$ cat src/rtl/div_unit.sv
// div_unit: multi-cycle restoring divider for DIV/DIVU in the EX stage.
// Produces {remainder, quotient} and drives the EX-stage stall request
// while a division is in flight.
//
// state  | meaning
// -------+--------------------------------------------------------------
// IDLE   | waiting for start; result and ready held at zero
// BYZERO | divisor was zero; next cycle presents result 0 with ready
// ON     | one shift-subtract iteration per cycle, cnt counts iterations
// END    | ready high, result held until start drops
module div_unit #(
    parameter int WIDTH = 32,
    parameter int CNT_W = 6
) (
    input  logic                 clk,
    input  logic                 rst,
    input  logic                 signed_div,
    input  logic [WIDTH-1:0]     dividend,
    input  logic [WIDTH-1:0]     divisor,
    input  logic                 start,
    input  logic                 annul,
    output logic [2*WIDTH-1:0]   result,
    output logic                 ready,
    output logic                 stall_req
);

    typedef enum logic [1:0] {
        S_IDLE   = 2'd0,
        S_BYZERO = 2'd1,
        S_ON     = 2'd2,
        S_END    = 2'd3
    } state_t;

    state_t               state_q, state_d;
    logic [CNT_W-1:0]     cnt_q, cnt_d;
    // {partial remainder (WIDTH+1 bits), quotient/dividend (WIDTH bits)}
    logic [2*WIDTH:0]     pr_q, pr_d;
    logic [WIDTH-1:0]     b_q, b_d;
    logic                 sgn_q, sgn_d;
    logic                 sa_q, sa_d;
    logic                 sb_q, sb_d;
    logic [2*WIDTH-1:0]   result_q, result_d;
    logic                 ready_q, ready_d;

    logic [WIDTH-1:0]     abs_a;
    logic [WIDTH-1:0]     abs_b;
    logic [2*WIDTH:0]     pr_shift;
    logic [WIDTH:0]       rem_hi;
    logic [WIDTH:0]       rem_sub;
    logic [2*WIDTH:0]     pr_step;
    logic [WIDTH-1:0]     quo_raw;
    logic [WIDTH-1:0]     rem_raw;
    logic [WIDTH-1:0]     quo_fix;
    logic [WIDTH-1:0]     rem_fix;
    logic                 last_iter;

    // Operand magnitudes; negation only applies to negative signed operands.
    always_comb begin
        abs_a = (signed_div && dividend[WIDTH-1]) ? (~dividend + 1'b1) : dividend;
        abs_b = (signed_div && divisor[WIDTH-1])  ? (~divisor + 1'b1)  : divisor;
    end

    // One restoring step: shift left, subtract the divisor if it fits, and
    // shift the resulting quotient bit in at the bottom.
    always_comb begin
        pr_shift = {pr_q[2*WIDTH-1:0], 1'b0};
        rem_hi   = pr_shift[2*WIDTH:WIDTH];
        rem_sub  = rem_hi - {1'b0, b_q};
        if (rem_hi >= {1'b0, b_q}) begin
            pr_step = {rem_sub, pr_shift[WIDTH-1:1], 1'b1};
        end else begin
            pr_step = {rem_hi, pr_shift[WIDTH-1:1], 1'b0};
        end
        quo_raw   = pr_step[WIDTH-1:0];
        rem_raw   = pr_step[2*WIDTH-1:WIDTH];
        quo_fix   = (sgn_q && (sa_q ^ sb_q)) ? (~quo_raw + 1'b1) : quo_raw;
        rem_fix   = (sgn_q && sa_q) ? (~rem_raw + 1'b1) : rem_raw;
        last_iter = (cnt_q == CNT_W'(WIDTH - 1));
    end

    // Next-state and output-register logic.
    always_comb begin
        state_d  = state_q;
        cnt_d    = cnt_q;
        pr_d     = pr_q;
        b_d      = b_q;
        sgn_d    = sgn_q;
        sa_d     = sa_q;
        sb_d     = sb_q;
        result_d = result_q;
        ready_d  = ready_q;
        case (state_q)
            S_IDLE: begin
                result_d = '0;
                ready_d  = 1'b0;
                if (start && !annul) begin
                    if (divisor != '0) begin
                        pr_d    = {{(WIDTH+1){1'b0}}, abs_a};
                        b_d     = abs_b;
                        sgn_d   = signed_div;
                        sa_d    = dividend[WIDTH-1];
                        sb_d    = divisor[WIDTH-1];
                        cnt_d   = '0;
                        state_d = S_ON;
                    end else begin
                        state_d = S_BYZERO;
                    end
                end
            end
            S_BYZERO: begin
                result_d = '0;
                ready_d  = 1'b1;
                state_d  = S_END;
            end
            S_ON: begin
                if (annul) begin
                    result_d = '0;
                    ready_d  = 1'b0;
                    state_d  = S_IDLE;
                end else begin
                    pr_d  = pr_step;
                    cnt_d = cnt_q + 1'b1;
                    if (last_iter) begin
                        result_d = {rem_fix, quo_fix};
                        ready_d  = 1'b1;
                        state_d  = S_END;
                    end
                end
            end
            S_END: begin
                if (!start) begin
                    result_d = '0;
                    ready_d  = 1'b0;
                    state_d  = S_IDLE;
                end
            end
            default: begin
                result_d = '0;
                ready_d  = 1'b0;
                state_d  = S_IDLE;
            end
        endcase
    end

    // State and working registers; reset aborts any operation in flight.
    always_ff @(posedge clk) begin
        if (rst) begin
            state_q  <= S_IDLE;
            cnt_q    <= '0;
            pr_q     <= '0;
            b_q      <= '0;
            sgn_q    <= 1'b0;
            sa_q     <= 1'b0;
            sb_q     <= 1'b0;
            result_q <= '0;
            ready_q  <= 1'b0;
        end else begin
            state_q  <= state_d;
            cnt_q    <= cnt_d;
            pr_q     <= pr_d;
            b_q      <= b_d;
            sgn_q    <= sgn_d;
            sa_q     <= sa_d;
            sb_q     <= sb_d;
            result_q <= result_d;
            ready_q  <= ready_d;
        end
    end

    assign result    = result_q;
    assign ready     = ready_q;
    assign stall_req = start & ~annul & (state_q != S_END) & ~rst;

endmodule
$ cat config.mk
export PLATFORM = sky130hd
export DESIGN_NAME = div_unit
export DESIGN_NICKNAME = d
export VERILOG_FILES = /design/src/rtl/div_unit.sv
export SDC_FILE = /design/constraint.sdc
export NUM_CORES = 1
export LEC_CHECK = 0
export ABC_CLOCK_PERIOD_IN_PS = 7300
export CAP_MARGIN = 10
export CORE_MARGIN = 8
export CORE_UTILIZATION = 57
export CTS_CLUSTER_SIZE = 12
export DETAILED_ROUTE_END_ITERATION = 8
export GPL_TIMING_DRIVEN = 0
export PLACE_DENSITY = 0.79
export SLEW_MARGIN = 20
export SYNTH_ARGS = -nofsm -noshare
export SYNTH_HDL_FRONTEND = slang
export SYNTH_SLANG_ARGS = --single-unit
export TNS_END_PERCENT = 30
$ cat constraint.sdc
create_clock -name clk -period 7.3 [get_ports clk]
set_input_delay 1.095 -clock clk [delete_from_list [all_inputs] [get_ports clk]]
set_output_delay 1.095 -clock clk [all_outputs]
set_load 0.1 [all_outputs]
# == Word-level counts from Yosys, hierarchy flattened ==
# Cells that the tools add are included.
# classes
add_sub_neg,6
mul,0
n_div,0
n_lt_le_gt_ge,1
n_eq_ne,10
shift,0
n_mux,27
n_bitwise,10
reduce_logical,14
# ops
cell,n
2-to-1 mux 64 bit,7
case mux 64 bit (3 select lines),1
"adder 32 x 1 -> 32 bit, second input constant",4
2-to-1 mux 32 bit,4
inverter 32 bit,4
case mux 64 bit (2 select lines),1
>= comparator 33 x 32 -> 1 bit,1
nonzero test 32 bit,1
subtractor 32 bit,1
2-to-1 mux 6 bit,3
case mux 6 bit (2 select lines),1
2-to-1 mux 2 bit,5
"inequality test 2 bit, second input constant",5
case mux 2 bit (4 select lines),1
"adder 6 x 1 -> 6 bit, second input constant",1
"equality test 6 x 5 -> 1 bit, second input constant",1
AND reduction 3 bit,2
logical AND 1 bit,5
"equality test 2 bit, second input constant",2
case mux 1 bit (4 select lines),1
AND reduction 4 bit,1
bitwise AND 1 bit,3
2-to-1 mux 1 bit,3
"inequality test 3 bit, second input constant",1
other kinds (8),9
# word_totals
ff_bits,172
latch_bits,0
mem_bits_rw,0
romBits,0
elab_cells,77
memories,0

# == Longest topological paths before layout ==
# Gate-level depths: netlist of run 1.
# depth
word_depth,8
depth_mapped,25

# == Least setup slack after synthesis of run 1 ==
# No wires, ideal clock.
# synth_path
kind,flip-flop to flip-flop
from,reg b_q[11]
to,"reg result_q[62], in the netlist result[62]"
setup_time_ps,118
arrival_time_ps,5268
slack_ps,1914
path_stages_with_launch,25
n_path_buf,5
synth_period_minus_slack_ps,5386
path_cell_list,dfxtp_1 -> inv_1 -> ha_1 -> clkbuf_1 -> nand2_1 -> o21ai_0 -> nor2_1 -> a211oi_2 -> o21ai_0 -> nand2_1 -> buf_1 -> clkbuf_1 -> clkbuf_1 -> a21oi_1 -> inv_1 -> ha_1 -> clkbuf_1 -> inv_1 -> nor4_1 -> nand4_1 -> o31a_1 -> or4b_4 -> o21ai_2 -> xnor2_1 -> a22o_1
# synth_between
elab_chain_cells,8
word_cells_on_any_way,9
# synth_lines
item,line,text
start: declaration,38,"logic [WIDTH-1:0] b_q, b_d;"
start signal: assignment,151,b_q <= '0;
start signal: assignment,161,b_q <= b_d;
subtractor 32 bit / >= comparator 33 x 32 -> 1 bit (equally long branches),"68, 69",
2-to-1 mux 64 bit *,69,"if (rem_hi >= {1'b0, b_q}) begin"
inverter 32 bit,77,rem_fix = (sgn_q && sa_q) ? (~rem_raw + 1'b1) : rem_raw;
adder 32 x 1 -> 32 bit,77,
2-to-1 mux 32 bit *,77,
2-to-1 mux 64 bit *,123,if (last_iter) begin
2-to-1 mux 64 bit *,116,if (annul) begin
case mux 64 bit (3 select lines) *,92,case (state_q)
end signal: assignment,165,result_q <= result_d;
end: declaration,42,"logic [2*WIDTH-1:0] result_q, result_d;"
# Every way passes the cells marked *; elsewhere a longest branch is shown, timed or not. The select of a mux whose other input is x is not followed.
# A chain may end at the register's enable or synchronous reset.

# == Final worst setup path of run 1 ==
# layout_path
from,reg pr_q[41]
to,"reg result_q[62], in the netlist result[62]"
# layout_between
elab_chain_cells,8
word_cells_on_any_way,9
# layout_lines
item,line,text
start: declaration,37,"logic [2*WIDTH:0] pr_q, pr_d;"
start signal: assignment,160,pr_q <= pr_d;
subtractor 32 bit / >= comparator 33 x 32 -> 1 bit (equally long branches),"68, 69",
2-to-1 mux 64 bit *,69,
inverter 32 bit,77,
adder 32 x 1 -> 32 bit,77,
2-to-1 mux 32 bit *,77,
2-to-1 mux 64 bit *,123,
2-to-1 mux 64 bit *,116,
case mux 64 bit (3 select lines) *,92,
# Marked as above.

==> results.py, run 1 <==
metrics = {
    "outcome": {
        "outcome": "complete, no violations",
    },
    "clock_network": {
        "numClockSinks": 172,
        "cts_max_level": 4,
        "cts_root_buf": "clkbuf_16",
        "cts_buffers": 17,
        "cts_buffer_depth": 2,
        "clk_latency_ns": 0.44,
        "ctsHoldBuffers": 0,
        "post-cts-setup-buffer-count": 0,
        "cts_tree": "yes",
        "cts_resized": 0,
        "cts.clk_slew.worst_paths_ns": 0.07,
    },
    "drt": {
        "wl_mm": 40.53,
        "dr.pass1.iters": 7,
        "post_drt_wl_per_cell_um": 20.31,
        "ant_nets": 0,
        "vias": 12490,
        "vias_per_cell": 6.258,
        "drc_errors": 0,
        "drtIter0Drc": 1246,
    },
    "synth": {
        "synth_seq_cells": 172,
        "yosysWarningCount": 0,
        "synth.net_count": 1671,
        "ys.flop_type": "dfxtp_1",
        "syn_area_per_cell_um2": 7.445,
        "yosysSeqAreaShare": 0.2965,
        "syn_area_um2": 11610,
        "synthCells": 1560,
        "ys_async_sr_fraction": 0,
        "synth_edf_count": 0,
        "synth_cell_types": 74,
    },
    "worst_setup_path": {
        "crit_path_frequent_cell": "clkbuf_1",
        "path_max_fanout": 10,
        "path_cells": "ha_1 -> clkbuf_1 -> a21oi_1 -> o21ai_0 -> nor2_1 -> a211oi_4 -> o21ai_0 -> nand2_1 -> clkbuf_2 -> clkbuf_1 -> clkbuf_2 -> a21oi_1 -> inv_1 -> ha_1 -> clkbuf_1 -> inv_1 -> nor4_1 -> nand4_1 -> o31a_1 -> or4b_4 -> o21ai_2 -> xnor2_1 -> a22o_1",
        "start_kind": "register",
        "cp_slowest_stage_delay_ns": 0.54,
        "critical_path_class": "reg -> reg",
        "arrival_ns": 7.15,
        "crit_slowest_cell": "or4b_4",
        "worst_ep_required_time_ns": 7.64,
        "end_kind": "register",
    },
    "placement": {
        "portBuffers": 134,
        "placed_cells": 1964,
        "hpwl_mm": 31.75,
        "place_congestion": 0.9815,
    },
    "floorplan": {
        "io_pins": 135,
        "std_cell_rows": 52,
        "core_um2": 20100,
        "die_w_um": 158.7,
        "initial_core_util": 0.5777,
        "die_area_um2": 25200,
        "die_h_um": 158.7,
    },
    "layout": {
        "layout_commonest_cell": "nor2_1",
        "fin_util": 0.6927,
        "area_growth_pct": 19.91,
        "fin_nets": 1824,
        "diodes": 0,
        "layout_common_cells": "196 x nor2_1, 191 x nand2_1, 172 x dfxtp_1",
        "drive_gt1_frac": 0.02781,
        "final_cells": 1996,
    },
    "sta": {
        "rsz0062_at_grt": "false",
        "setup_tns_ns": 0,
        "finalHoldViolCount": 0,
        "final_max_slew_viol_count": 0,
        "min_period_over_period": 0.9330,
        "tightest_slew_ns": 1.025,
        "fin_skew_ns": 0.008562,
        "setup_violations": 0,
        "slew_headroom": 0.3147,
        "finalCriticalPeriod_ns": 6.811,
        "fin_hold_ws_ns": 0.4629,
        "fmax_ghz": 0.1468,
    },
    "power": {
        "cellPowerDensity_nw_per_um2": 289.3,
        "power_mw": 4.028,
        "cellLeakagePower_nw": 5.352,
        "vdd_drop_max_uv": 200.7,
    },
    "grt": {
        "grt_start_max_net_pins": 19,
        "track_usage": 0.3128,
        "grt_overflow": 0,
        "grt_pass1_vias": 11802,
        "grt_pass1_wl_mm": 64.18,
        "antenna_found_initial": 0,
    },
    "job": {
        "maxCapViolations": 0,
    },
    "hold_path": {
        "hp-class": "reg -> reg",
    },
}
flip-flops by register name, indices dropped and copies added, names as in the netlist:
name / flops
result: 64
sb_q: 1
sa_q: 1
state_q: 2
b_q: 32
pr_q: 64
sgn_q: 1
ready: 1
cnt_q: 6
critical path, delay by kind of cell, from the launching register on:
family	cells	cell delay [ns]
and+or+nand+nor	5	1.56
adders and majority gates	2	0.44
xor gates and xnor gates	1	0.10
AOI/OAI and AO/OA	8	2.13
buffers and inverters	7	2.09
DFF	1	0.37
power breakdown:
| group | switching (mW) | internal [mW] | leakage, nW |
|---|---|---|---|
| clock | 0.443 | 0.525 | 0.302 |
| sequential | 0.111 | 1.03 | 1.39 |
| combinational | 1.29 | 0.632 | 3.66 |
final timing paths:
check	start	endpoint	slack (ns)	cells after the start
worst min register to register	b_q[22]	b_q[22]	0.46	2
worst max-delay path	pr_q[41]	result[62]	0.49	23
worst min-delay path	b_q[22]	b_q[22]	0.46	2
worst max register to register	pr_q[41]	result[62]	0.49	23
cells by family (layout without fill, tap and decap cells):
logic type / count (synthesis) / after routing / synth area share
AO/OA/AOI/OAI: 464 / 464 / 0.2660
XOR/XNOR: 139 / 139 / 0.1048
adder cells (fa/ha/maj): 42 / 42 / 0.04590
buffers and inverters: 161 / 327 / 0.05333
flip-flops: 172 / 172 / 0.2965
multiplexers: 13 / 13 / 0.01131
AND/OR/NAND/NOR: 569 / 569 / 0.2222
metrics by stage:
stage / setup WS (ns) / area [um2]
after detailed placement: 0.1217 / 13290
after CTS: 0.09894 / 13920
after global routing: 0.05237 / 13930
after global placement: 0.1649 / 13290
final: 0.4889 / 13930
after floorplan: 1.914 / 11610
area by class of cell:
cell class | count | area [um2]
plain buffers | 94 | 370.4
clock inverters | 15 | 197.7
multi-input cells | 1227 | 7559
well taps | 270 | 337.8
repair buffers | 134 | 1341
inverters | 67 | 251.5
flip-flops and latches | 172 | 3443
clock buffers | 17 | 425.4
fillers | 1718 | 6178
Yosys cell counts (all sizes together), types with 6 or more instances:
library cell / instances / area share
nand3: 22 / 0.0095
or3: 16 / 0.0086
clkbuf: 89 / 0.029
a21o: 12 / 0.0078
xnor2: 73 / 0.055
nand2: 191 / 0.062
or4: 17 / 0.011
and3: 13 / 0.0070
o21bai: 8 / 0.0052
and2: 13 / 0.0070
ha: 41 / 0.044
o211ai: 14 / 0.0090
nor4: 14 / 0.0075
nand4: 16 / 0.0086
xor2: 66 / 0.050
nor3: 37 / 0.016
dfxtp: 172 / 0.30
nand2b: 12 / 0.0065
o21a: 9 / 0.0058
mux2i: 12 / 0.010
a22o: 26 / 0.020
nor2b: 6 / 0.0032
a21oi: 131 / 0.056
nor2: 196 / 0.063
o21ai: 75 / 0.033
o41ai: 11 / 0.0083
o31ai: 21 / 0.014
a31oi: 11 / 0.0059
a211oi: 38 / 0.025
a22oi: 59 / 0.038
inv: 67 / 0.022
layer usage:
metal	part of all wire	global-route usage
met1	0.44	0.4310
met2	0.45	0.4909
met3	0.089	0.04033
met4	0.026	0.1147
met5	0	0
(Power assumes the default switching activity.)
==> inputs of run 2 (changes only) <==
--- a/config.mk
+++ b/config.mk
@@ -13,7 +13,7 @@
 export DETAILED_ROUTE_END_ITERATION = 8
 export GPL_TIMING_DRIVEN = 0
 export PLACE_DENSITY = 0.79
-export SLEW_MARGIN = 20
+export SLEW_MARGIN = 5
 export SYNTH_ARGS = -nofsm -noshare
 export SYNTH_HDL_FRONTEND = slang
 export SYNTH_SLANG_ARGS = --single-unit
==> results of run 2 <==
No change in the layout: final DEF, timing and power equal those of run 1.
